[src/rtl/imersiv_net_sequencer_if.sv]
// Bus bundle for imersiv_net_sequencer.
//   start         : one-cycle pulse from the image buffer (last row written)
//   image_in      : 28 image rows, bits [27:0] used, bit 27 = leftmost pixel
//   w_addr        : registered weight ROM address
//   w_data        : signed 8-bit ROM word, valid one cycle after w_addr
//   irq_clr       : pulse on a bus read of the character register
//   busy          : run in progress (cycle after start through done)
//   done          : one-cycle pulse when character_reg updates
//   character_reg : zero-extended winning class index
//   character_irq : level interrupt, set on done, cleared by irq_clr
// The slave modport is the sequencer; the master modport is its environment.
interface imersiv_net_sequencer_if #(
    parameter int W_AW = 15
);
    logic              start;
    logic [31:0]       image_in [28];
    logic [W_AW-1:0]   w_addr;
    logic signed [7:0] w_data;
    logic              irq_clr;
    logic              busy;
    logic              done;
    logic [31:0]       character_reg;
    logic              character_irq;

    modport master (
        output start, image_in, w_data, irq_clr,
        input  w_addr, busy, done, character_reg, character_irq
    );

    modport slave (
        input  start, image_in, w_data, irq_clr,
        output w_addr, busy, done, character_reg, character_irq
    );
endinterface

[src/rtl/imersiv_net_sequencer.sv]
// Control-and-accumulate engine for the Imersiv Net inference path.
// On start it snapshots the 28x28 binary image, walks the synchronous weight
// ROM through the hidden layer (784 weights + bias per neuron, ReLU, clamp to
// 15 bits) and the output layer (N_HID weights + bias per class), picks the
// argmax class (ties keep the lowest index) and raises the character IRQ.
// Ports:
//   clk : clock, all state on the rising edge
//   rst : asynchronous, active-high reset
//   bus : imersiv_net_sequencer_if slave modport (see interface header)
module imersiv_net_sequencer #(
    parameter int N_HID = 32,
    parameter int N_OUT = 16,
    parameter int W_AW  = 15
) (
    input  logic                          clk,
    input  logic                          rst,
    imersiv_net_sequencer_if.slave        bus
);

    localparam int N_PIX = 784;
    localparam int KW    = 10;
    localparam int JW    = $clog2(N_HID + 1);
    localparam int HW    = (N_HID > 1) ? $clog2(N_HID) : 1;
    localparam int OW    = (N_OUT > 1) ? $clog2(N_OUT) : 1;

    typedef enum logic [2:0] {
        S_IDLE,
        S_L1,
        S_L1_WB,
        S_L2,
        S_L2_WB,
        S_FIN
    } state_t;

    state_t             state;
    state_t             state_nx;

    logic [KW-1:0]      k_cnt;      // issue index within a hidden neuron
    logic [JW-1:0]      j_cnt;      // issue index within an output neuron
    logic [HW-1:0]      n_cnt;      // hidden neuron
    logic [OW-1:0]      m_cnt;      // output neuron
    logic [W_AW-1:0]    w_addr;
    logic signed [19:0] acc1;
    logic signed [31:0] acc2;
    logic signed [31:0] best_val;
    logic [OW-1:0]      best_idx;
    logic               pix_d;      // pixel matching the word returning next cycle
    logic [31:0]        char_reg;
    logic               irq;

    logic [N_PIX-1:0]   snap;
    logic [15:0]        hid_buf [N_HID];

    logic signed [19:0] w_ext1;
    logic signed [19:0] l1_sum;
    logic [15:0]        relu_val;
    logic signed [31:0] w_ext2;
    logic signed [31:0] h_ext;
    logic signed [31:0] prod;
    logic signed [31:0] l2_sum;
    logic [HW-1:0]      hid_idx;
    logic               k_end;
    logic               j_end;
    logic               n_last;
    logic               m_last;

    assign k_end  = (k_cnt == KW'(N_PIX));
    assign j_end  = (j_cnt == JW'(N_HID));
    assign n_last = (n_cnt == HW'(N_HID - 1));
    assign m_last = (m_cnt == OW'(N_OUT - 1));

    // ------------------------------------------------------------------
    // FSM state register
    // ------------------------------------------------------------------
    // NOTE: sequential state uses non-blocking assignments so every flop
    // samples pre-edge values regardless of process evaluation order.
    always_ff @(posedge clk or posedge rst) begin
        if (rst) begin
            state <= S_IDLE;
        end else begin
            state <= state_nx;
        end
    end

    // ------------------------------------------------------------------
    // FSM next state
    // ------------------------------------------------------------------
    // NOTE: the default assignment first means no path leaves state_nx
    // unassigned, so no latch is inferred.
    always_comb begin
        state_nx = state;
        case (state)
            S_IDLE:  if (bus.start) state_nx = S_L1;
            S_L1:    if (k_end)     state_nx = S_L1_WB;
            S_L1_WB: state_nx = n_last ? S_L2 : S_L1;
            S_L2:    if (j_end)     state_nx = S_L2_WB;
            S_L2_WB: state_nx = m_last ? S_FIN : S_L2;
            S_FIN:   state_nx = S_IDLE;
            default: state_nx = S_IDLE;
        endcase
    end

    // ------------------------------------------------------------------
    // Arithmetic on the word returning from the ROM this cycle
    // ------------------------------------------------------------------
    always_comb begin
        w_ext1   = {{12{bus.w_data[7]}}, bus.w_data};
        w_ext2   = {{24{bus.w_data[7]}}, bus.w_data};
        l1_sum   = acc1 + w_ext1;
        relu_val = '0;
        if (!l1_sum[19]) begin
            relu_val = (l1_sum > 20'sd32767) ? 16'h7FFF : l1_sum[15:0];
        end
        // Word returning at issue index j belongs to hidden value j-1.
        hid_idx  = HW'(j_cnt - JW'(1));
        h_ext    = {16'b0, hid_buf[hid_idx]};
        prod     = h_ext * w_ext2;
        l2_sum   = acc2 + w_ext2;
    end

    // ------------------------------------------------------------------
    // Datapath, counters, address generator and result registers
    // ------------------------------------------------------------------
    // The ROM address space is contiguous across neurons and layers, so the
    // address simply increments, pausing for the write-back cycle.
    always_ff @(posedge clk or posedge rst) begin
        if (rst) begin
            w_addr   <= '0;
            k_cnt    <= '0;
            j_cnt    <= '0;
            n_cnt    <= '0;
            m_cnt    <= '0;
            acc1     <= '0;
            acc2     <= '0;
            best_val <= '0;
            best_idx <= '0;
            pix_d    <= 1'b0;
            char_reg <= '0;
            irq      <= 1'b0;
        end else begin
            case (state)
                S_IDLE: begin
                    if (bus.start) begin
                        w_addr <= '0;
                        k_cnt  <= '0;
                        j_cnt  <= '0;
                        n_cnt  <= '0;
                        m_cnt  <= '0;
                        acc1   <= '0;
                        acc2   <= '0;
                    end
                end
                S_L1: begin
                    if (k_cnt != '0 && pix_d) begin
                        acc1 <= l1_sum;
                    end
                    if (!k_end) begin
                        pix_d  <= snap[KW'(N_PIX - 1) - k_cnt];
                        w_addr <= w_addr + W_AW'(1);
                        k_cnt  <= k_cnt + KW'(1);
                    end
                end
                S_L1_WB: begin
                    // The bias word is always added.
                    acc1   <= '0;
                    k_cnt  <= '0;
                    j_cnt  <= '0;
                    n_cnt  <= n_cnt + HW'(1);
                    w_addr <= w_addr + W_AW'(1);
                end
                S_L2: begin
                    if (j_cnt != '0) begin
                        acc2 <= acc2 + prod;
                    end
                    if (!j_end) begin
                        w_addr <= w_addr + W_AW'(1);
                        j_cnt  <= j_cnt + JW'(1);
                    end
                end
                S_L2_WB: begin
                    // Strict compare keeps the lowest index on ties.
                    if (m_cnt == '0 || l2_sum > best_val) begin
                        best_val <= l2_sum;
                        best_idx <= m_cnt;
                    end
                    acc2  <= '0;
                    j_cnt <= '0;
                    m_cnt <= m_cnt + OW'(1);
                    if (!m_last) begin
                        w_addr <= w_addr + W_AW'(1);
                    end
                end
                S_FIN: begin
                    char_reg <= 32'(best_idx);
                end
                default: ;
            endcase

            // Setting on FIN takes priority over a coincident clear.
            if (state == S_FIN) begin
                irq <= 1'b1;
            end else if (bus.irq_clr) begin
                irq <= 1'b0;
            end
        end
    end

    // ------------------------------------------------------------------
    // Image snapshot and hidden-value buffer
    // ------------------------------------------------------------------
    // NOTE: these storage arrays have no reset; every run rewrites them
    // before they are read, so clearing them would only cost logic.
    // Row r, bit b lands at (27-r)*28+b, so pixel k sits at bit 783-k.
    always_ff @(posedge clk) begin
        if (state == S_IDLE && bus.start) begin
            for (int r = 0; r < 28; r++) begin
                snap[(27 - r) * 28 +: 28] <= bus.image_in[r][27:0];
            end
        end
        if (state == S_L1_WB) begin
            hid_buf[n_cnt] <= relu_val;
        end
    end

    assign bus.w_addr        = w_addr;
    assign bus.busy          = (state != S_IDLE);
    assign bus.done          = (state == S_FIN);
    assign bus.character_reg = char_reg;
    assign bus.character_irq = irq;

endmodule

[src/flat_wrapper.sv]
// flat-port wrapper written by rule: the top's interface ports become plain ports
module imersiv_net_sequencer_flat 
#(
    parameter int N_HID = 32,
    parameter int N_OUT = 16,
    parameter int W_AW  = 15
)
  (clk, rst, bus_start, bus_image_in, bus_w_data, bus_irq_clr, bus_w_addr, bus_busy, bus_done, bus_character_reg, bus_character_irq);
  imersiv_net_sequencer_if #(.W_AW(W_AW)) bus_i ();
  input  logic clk;
  input  logic rst;
  input wire logic [$bits(bus_i.start)-1:0] bus_start;
  input wire logic [$bits(bus_i.image_in)-1:0] bus_image_in;
  input wire logic [$bits(bus_i.w_data)-1:0] bus_w_data;
  input wire logic [$bits(bus_i.irq_clr)-1:0] bus_irq_clr;
  output wire logic [$bits(bus_i.w_addr)-1:0] bus_w_addr;
  output wire logic [$bits(bus_i.busy)-1:0] bus_busy;
  output wire logic [$bits(bus_i.done)-1:0] bus_done;
  output wire logic [$bits(bus_i.character_reg)-1:0] bus_character_reg;
  output wire logic [$bits(bus_i.character_irq)-1:0] bus_character_irq;
  assign bus_i.start = bus_start;
  assign bus_i.image_in = {>>{bus_image_in}};
  assign bus_i.w_data = bus_w_data;
  assign bus_i.irq_clr = bus_irq_clr;
  assign bus_w_addr = bus_i.w_addr;
  assign bus_busy = bus_i.busy;
  assign bus_done = bus_i.done;
  assign bus_character_reg = bus_i.character_reg;
  assign bus_character_irq = bus_i.character_irq;
  imersiv_net_sequencer #(.N_HID(N_HID), .N_OUT(N_OUT), .W_AW(W_AW)) u_core (.clk(clk), .rst(rst), .bus(bus_i));
endmodule
[config.mk]
export PLATFORM = sky130hd
export DESIGN_NAME = imersiv_net_sequencer_flat
export DESIGN_NICKNAME = d
export VERILOG_FILES = /design/src/rtl/imersiv_net_sequencer_if.sv /design/src/rtl/imersiv_net_sequencer.sv /design/src/flat_wrapper.sv
export SDC_FILE = /design/constraint.sdc
export NUM_CORES = 2
export LEC_CHECK = 0
export CELL_PAD_IN_SITES_DETAIL_PLACEMENT = 0
export CELL_PAD_IN_SITES_GLOBAL_PLACEMENT = 1
export CORE_MARGIN = 5
export CORE_UTILIZATION = 35
export CTS_CLUSTER_DIAMETER = 50
export DETAILED_ROUTE_END_ITERATION = 16
export PLACE_DENSITY = 0.76
export SLEW_MARGIN = 10
export SYNTH_ARGS = -nofsm -noshare
export SYNTH_HDL_FRONTEND = slang
export SYNTH_SLANG_ARGS = --single-unit
[constraint.sdc]
create_clock -name clk -period 49.8 [get_ports clk]
set_clock_uncertainty 0.2 [all_clocks]
set_input_delay 9.96 -clock clk [delete_from_list [all_inputs] [get_ports clk]]
set_output_delay 9.96 -clock clk [all_outputs]
set_load 0.005 [all_outputs]
# Word level (Yosys, flattened, before mapping)
# Memories as Yosys holds them, arrays and structs flattened.
# Index checks and enable logic that the tools add are counted.
# W data, S select, Z words.
[totals]
ramBits = 512
reg_bits = 921
memories = 1
wordCells = 108
[memory_table]
columns = ["name", "depth", "width", "read_ports", "rd_ports_with_merged_regs", "write_ports", "line", "rtl"]
rows = [
  ["u_core.hid_buf", 32, 16, 1, 0, 1, "imersiv_net_sequencer.sv:52", "logic [15:0] hid_buf [N_HID];"],
]
[classes]
n_bitwise = 1
n_lt_le_gt_ge = 3
addsub = 10
eq_ne = 17
n_reduce_logical = 26
n_mux = 35
mul = 1
[ops]
columns = ["cell", "count"]
rows = [
  ["$pmux W32 S3", 1],
  ["$pmux W15 S5", 1],
  ["$mux W32", 2],
  ["$mux W15", 4],
  ["$pmux W20 S3", 1],
  ["$mux W20", 2],
  ["$add A32 B32 Y32", 1],
  ["$add A32 B8 Y32", 1],
  ["$gt A32 B32 Y1", 1],
  ["$mux W16", 2],
  ["$pmux W10 S3", 1],
  ["$mul A17 B8 Y25", 1],
  ["$add A20 B8 Y20", 1],
  ["$gt A20 B16 Y1 const B", 1],
  ["$mux W10", 2],
  ["$pmux W6 S3", 1],
  ["$add A15 B1 Y15 const B", 1],
  ["$pmux W3 S5", 1],
  ["$reduce_and A3 Y1", 5],
  ["$mux W3", 4],
  ["$mux W6", 2],
  ["$reduce_bool A3 Y1", 4],
  ["$lt A10 B11 Y1 const B", 1],
  ["$add A10 B1 Y10 const B", 1],
  ["other kinds (33)", 51],
]

# Depth between registers and ports, before layout
# An unclocked memory read counts as a cell.
[logic_depth]
depth_word = 6
depth_mapped = 40
depth_no_buf = 34

# Least setup slack after synthesis
# No wires, ideal clock.
[synth_timing]
kind = "in2reg"
start = "input port bus_start"
end = "register u_core.snap[0], enable pin"
arrival_ns = 31.558
path_slack_ns = 16.588
path_buffers = 2
path_stages = 3
cell_sequence = "and3_1 -> clkbuf_1 -> clkbuf_1"
[synth_via]
elab_chain_cells = 1
[synth_rtl]
columns = ["item", "line", "rtl"]
rows = [
  ["start: declaration", "flat_wrapper.sv:12", "input wire logic [$bits(bus_i.start)-1:0] bus_start;"],
  ["$logic_and A1 B1 Y1", "imersiv_net_sequencer.sv:215", "if (state == S_IDLE && bus.start) begin"],
  ["end signal: indexed assignment", "imersiv_net_sequencer.sv:217", "snap[(27 - r) * 28 +: 28] <= bus.image_in[r][27:0];"],
  ["end: declaration", "imersiv_net_sequencer.sv:51", "logic [N_PIX-1:0] snap;"],
]
# No other way between the ends.
# A chain may end at the register's enable or synchronous reset.

# Final worst setup path
[layout_timing]
start = "input port bus_w_data[2]"
end = "register u_core.acc2[30]"
[layout_via]
elab_chain_cells = 4
[layout_rtl]
columns = ["item", "line", "rtl"]
rows = [
  ["start: declaration", "flat_wrapper.sv:14", "input wire logic [$bits(bus_i.w_data)-1:0] bus_w_data;"],
  ["$mul A17 B8 Y25", "imersiv_net_sequencer.sv:117", "prod = h_ext * w_ext2;"],
  ["$add A32 B32 Y32", "imersiv_net_sequencer.sv:173", "acc2 <= acc2 + prod;"],
  ["$mux W32", "imersiv_net_sequencer.sv:172", "if (j_cnt != '0) begin"],
  ["$pmux W32 S3", "imersiv_net_sequencer.sv:141", "case (state)"],
  ["end signal: assignment", "imersiv_net_sequencer.sv:173", ""],
  ["end: declaration", "imersiv_net_sequencer.sv:44", "logic signed [31:0] acc2;"],
]
# No other way between the ends. The select of a mux whose other input is x is not followed.

==> summary.txt <==
Cells and area
  • FILL cells: between 15,000 and 20,000
  • Most flops, register: u_core.snap
  • Max reg flops: 784
  • Final std cells w/o fill: roughly 7,400
  • Layout cell share with drive strength beyond 1: between 10% and 20%
  • Design area: between 0.08 and 0.09 sq mm
  • Register Area: around 0.042 sq mm
  • Multi-input logic area: 0.0214 sq mm
  • Area delta synth->final: 26.5%
  • Final #Nets: around 6,000
  • Top Registers: u_core.snap x784, u_core.hid_buf x512

Route
  • Vias: about 37,000
  • Iteration-0 DRC Markers: about 2,800
  • Residual DRC count: 0
  • DR WL/cell: 23.9 um
  • Vias per cell: just over 5
  • First-pass DRT Iterations: 8
  • Antenna Nets Post-Route: 0
  • Final wirelength: 177 mm

Clock tree
  • Clock latency on the worst-skew pair: 0.82 ns
  • CTS Buffer Depth: 3
  • Postcts setup bufs: 0
  • Hold-fix buffers, CTS: 0
  • Clk slew on worst S/H paths: 0.06 ns
  • CTS sink cnt: 1,433
  • CTS buffer count: roughly 160
  • # H-tree levels: 4
  • Root Buffer: clkbuf_16
  • CTS tree: done
  • Gates resized, CTS repair: 0

Place
  • HPWL Detailed: ~130 mm
  • Placed Cells: around 7,100
  • Placed cell area: roughly 0.077 sq mm
  • Routability congestion estimate: roughly 0.83
  • Port Buffers: slightly above 800
  • Dpl ws: ~32 ns

STA
  • FMAX: around 58 MHz
  • Setup TNS: 0 ns
  • Final setup viols: 0
  • Final hold vios: 0
  • RSZ-0062 raised after global routing: no
  • Clock period minus worst slack: 17.32 ns
  • Pins Over Slew Limit: 0
  • Final worst-path cycle share: roughly a third
  • Rel. slew slack: between 15 and 20%
  • Slew @ Worst Pin: 1.23 ns
  • Worst Slack Setup Final: 32.48 ns

Setup path
  • Setup CP Type: input port to flop
  • CP arrival: between 15 and 20 ns
  • Worst setup EP type: flop
  • R2R Path Start: u_core.j_cnt[0]$_DFFE_PP0P_
  • CP max FO: 18
  • CP required: approximately 50 ns
  • Startpoint type of the worst setup path: input port
  • Critical path launch point: bus_w_data[2]

Yosys
  • Syn Area/Cell: 17.1 sq um
  • Leading register cell type out of synthesis: edfxtp_1
  • Synth unique cells: 80
  • Synth Register Bits: roughly 1,400
  • Sequential area share after synthesis: between 60% and 70%
  • Dominant cell type by area after synthesis: edfxtp_1
  • Post-Syn Area: approximately 0.065 sq mm
  • Synth Instances: between 3,000 and 4,000
  • Ys async rst share: approximately a tenth
  • Post-synth EDFFs: roughly 1,300
  • Largest cells by area after synthesis: edfxtp_1 (60%), mux4_2 (13%), dfrtp_1 (5.3%)
  • Yosys warning count: 0
  • Area share of the largest cell type after synthesis: 59.8%

Global route
  • Total grt overflow: 0
  • Number of global-route vias before repair: roughly 39,000
  • First-pass GRT wire length: roughly 260 mm
  • Largest net degree at the start of global routing: roughly 170
  • Gr usage total: a little under a fifth
  • Initial antenna violation count: 35

Floorplan
  • Cell Rows: between 150 and 200
  • Core Area: 0.185 sq mm
  • DIE HEIGHT: 441 um
  • Ports: between 900 and 1,000
  • Starting Density: a little over a third
  • Die ar.: approximately 0.19 sq mm
  • Die width: between 400 and 500 um

Job
  • Max-cap violations: 0

Min path
  • Hold/Removal Path Class: flop to flop
  • Hold Path Origin: u_core.best_val[10]$_DFFE_PP0P_

Status
  • Status: finished clean
Yosys cell counts, types with 35 or more instances:
master	n
a21o_1	48
a21oi_1	115
buf_4	35
clkbuf_1	77
dfrtp_1	137
edfxtp_1	1296
fa_1	88
ha_1	187
inv_1	220
mux2i_1	71
mux4_2	366
nand2_1	136
nand3_1	37
nor2_1	162
nor2b_1	108
nor3_1	44
o21ai_0	96
xnor2_1	65
xor2_1	48
layer usage:
metal	GRT usage [%]	share of wire, %
met4	4.27	1.9
met3	4.31	6.5
met2	31.9	53
met5	0	0.077
met1	22.3	39
layout make-up:
cell class / count / share of cell area (%)
antenna: 21 / 0.0639
inverter: 220 / 1.01
clock buffer: 198 / 5.24
clock inverter: 105 / 1.55
tap: 2480 / 3.77
sequential: 1433 / 51.5
timing repair buffer: 915 / 10.9
multi-input combinational: 2042 / 26.0
per-stage QoR:
stage                     hold slack [ns]  utilization (%)
final                               0.278             44.4
after CTS                           0.285             44.4
after global routing                0.291             44.4
after global placement              0.266             41.3
after floorplan                     0.249                -
after detailed placement            0.275             41.3
worst paths after layout:
check / cells past startpoint / end / slack (ns)
max: 27 / u_core.acc2[30]$_DFFE_PP0P_ / 32.48
min: 1 / u_core.best_val[10]$_DFFE_PP0P_ / 0.28
max reg2reg: 33 / u_core.acc2[30]$_DFFE_PP0P_ / 38.47
min reg2reg: 1 / u_core.best_val[10]$_DFFE_PP0P_ / 0.28
max in group asynchronous: 3 / u_core.acc1[17]$_DFFE_PP0P_ / 38.52
min in group asynchronous: 2 / u_core.bus.character_irq$_DFFE_PP0P_ / 9.45
layout by cell type, fill, tap and decap left out, types with 16 or more instances in the layout:
cell	instances
a211oi_1	22
a21o_1	48
a21oi_1	115
a22o_1	21
a31oi_1	20
and2_1	21
and3_1	17
buf_4	96
bufinv_16	17
clkbuf_1	27
clkbuf_16	165
clkdlybuf4s50_1	816
clkinv_1	30
clkinv_2	19
conb_1	60
dfrtp_1	131
diode_2	21
edfxtp_1	1296
fa_1	88
ha_1	186
inv_1	219
mux2_1	20
mux2i_1	71
mux4_2	366
nand2_1	136
nand2b_1	34
nand3_1	37
nand4_1	18
nor2_1	149
nor2b_1	107
nor3_1	43
o21ai_0	95
o31ai_1	16
xnor2_1	61
xor2_1	47
critical path: stages:
cell and delay [ns]:
clkdlybuf4s50_1 0.88, nor2b_1 0.37, fa_1 0.57, inv_1 0.05, fa_1 0.53, inv_1 0.05
fa_1 0.48, inv_1 0.06, fa_1 0.48, inv_1 0.04, ha_1 0.31, inv_1 0.08
o21bai_1 0.10, a41oi_1 0.27, a21oi_1 0.16, a41o_1 0.28, or4_1 0.48, a31o_2 0.29
xor2_1 0.14, ha_1 0.36, a21o_1 0.21, o311a_1 0.28, o21ai_0 0.27, a31oi_1 0.30
a211oi_1 0.34, mux2_2 0.37, o211ai_1 0.08
cells by family after synthesis:
| kind of cell | after synthesis | share of synthesized area, % |
|---|---|---|
| AO/OA/AOI/OAI | 490 | 5.00 |
| XOR/XNOR | 113 | 1.52 |
| adder cells (fa/ha/maj) | 275 | 6.30 |
| buffers and inverters | 395 | 2.75 |
| flip-flops | 1433 | 65.1 |
| multiplexers | 475 | 14.5 |
| other | 1 | 0.00576 |
| AND/OR/NAND/NOR | 629 | 4.84 |
Power is left out: the tool's default activity adds up to more than one toggle a clock period on the data nets, which glitch-free logic cannot reach.
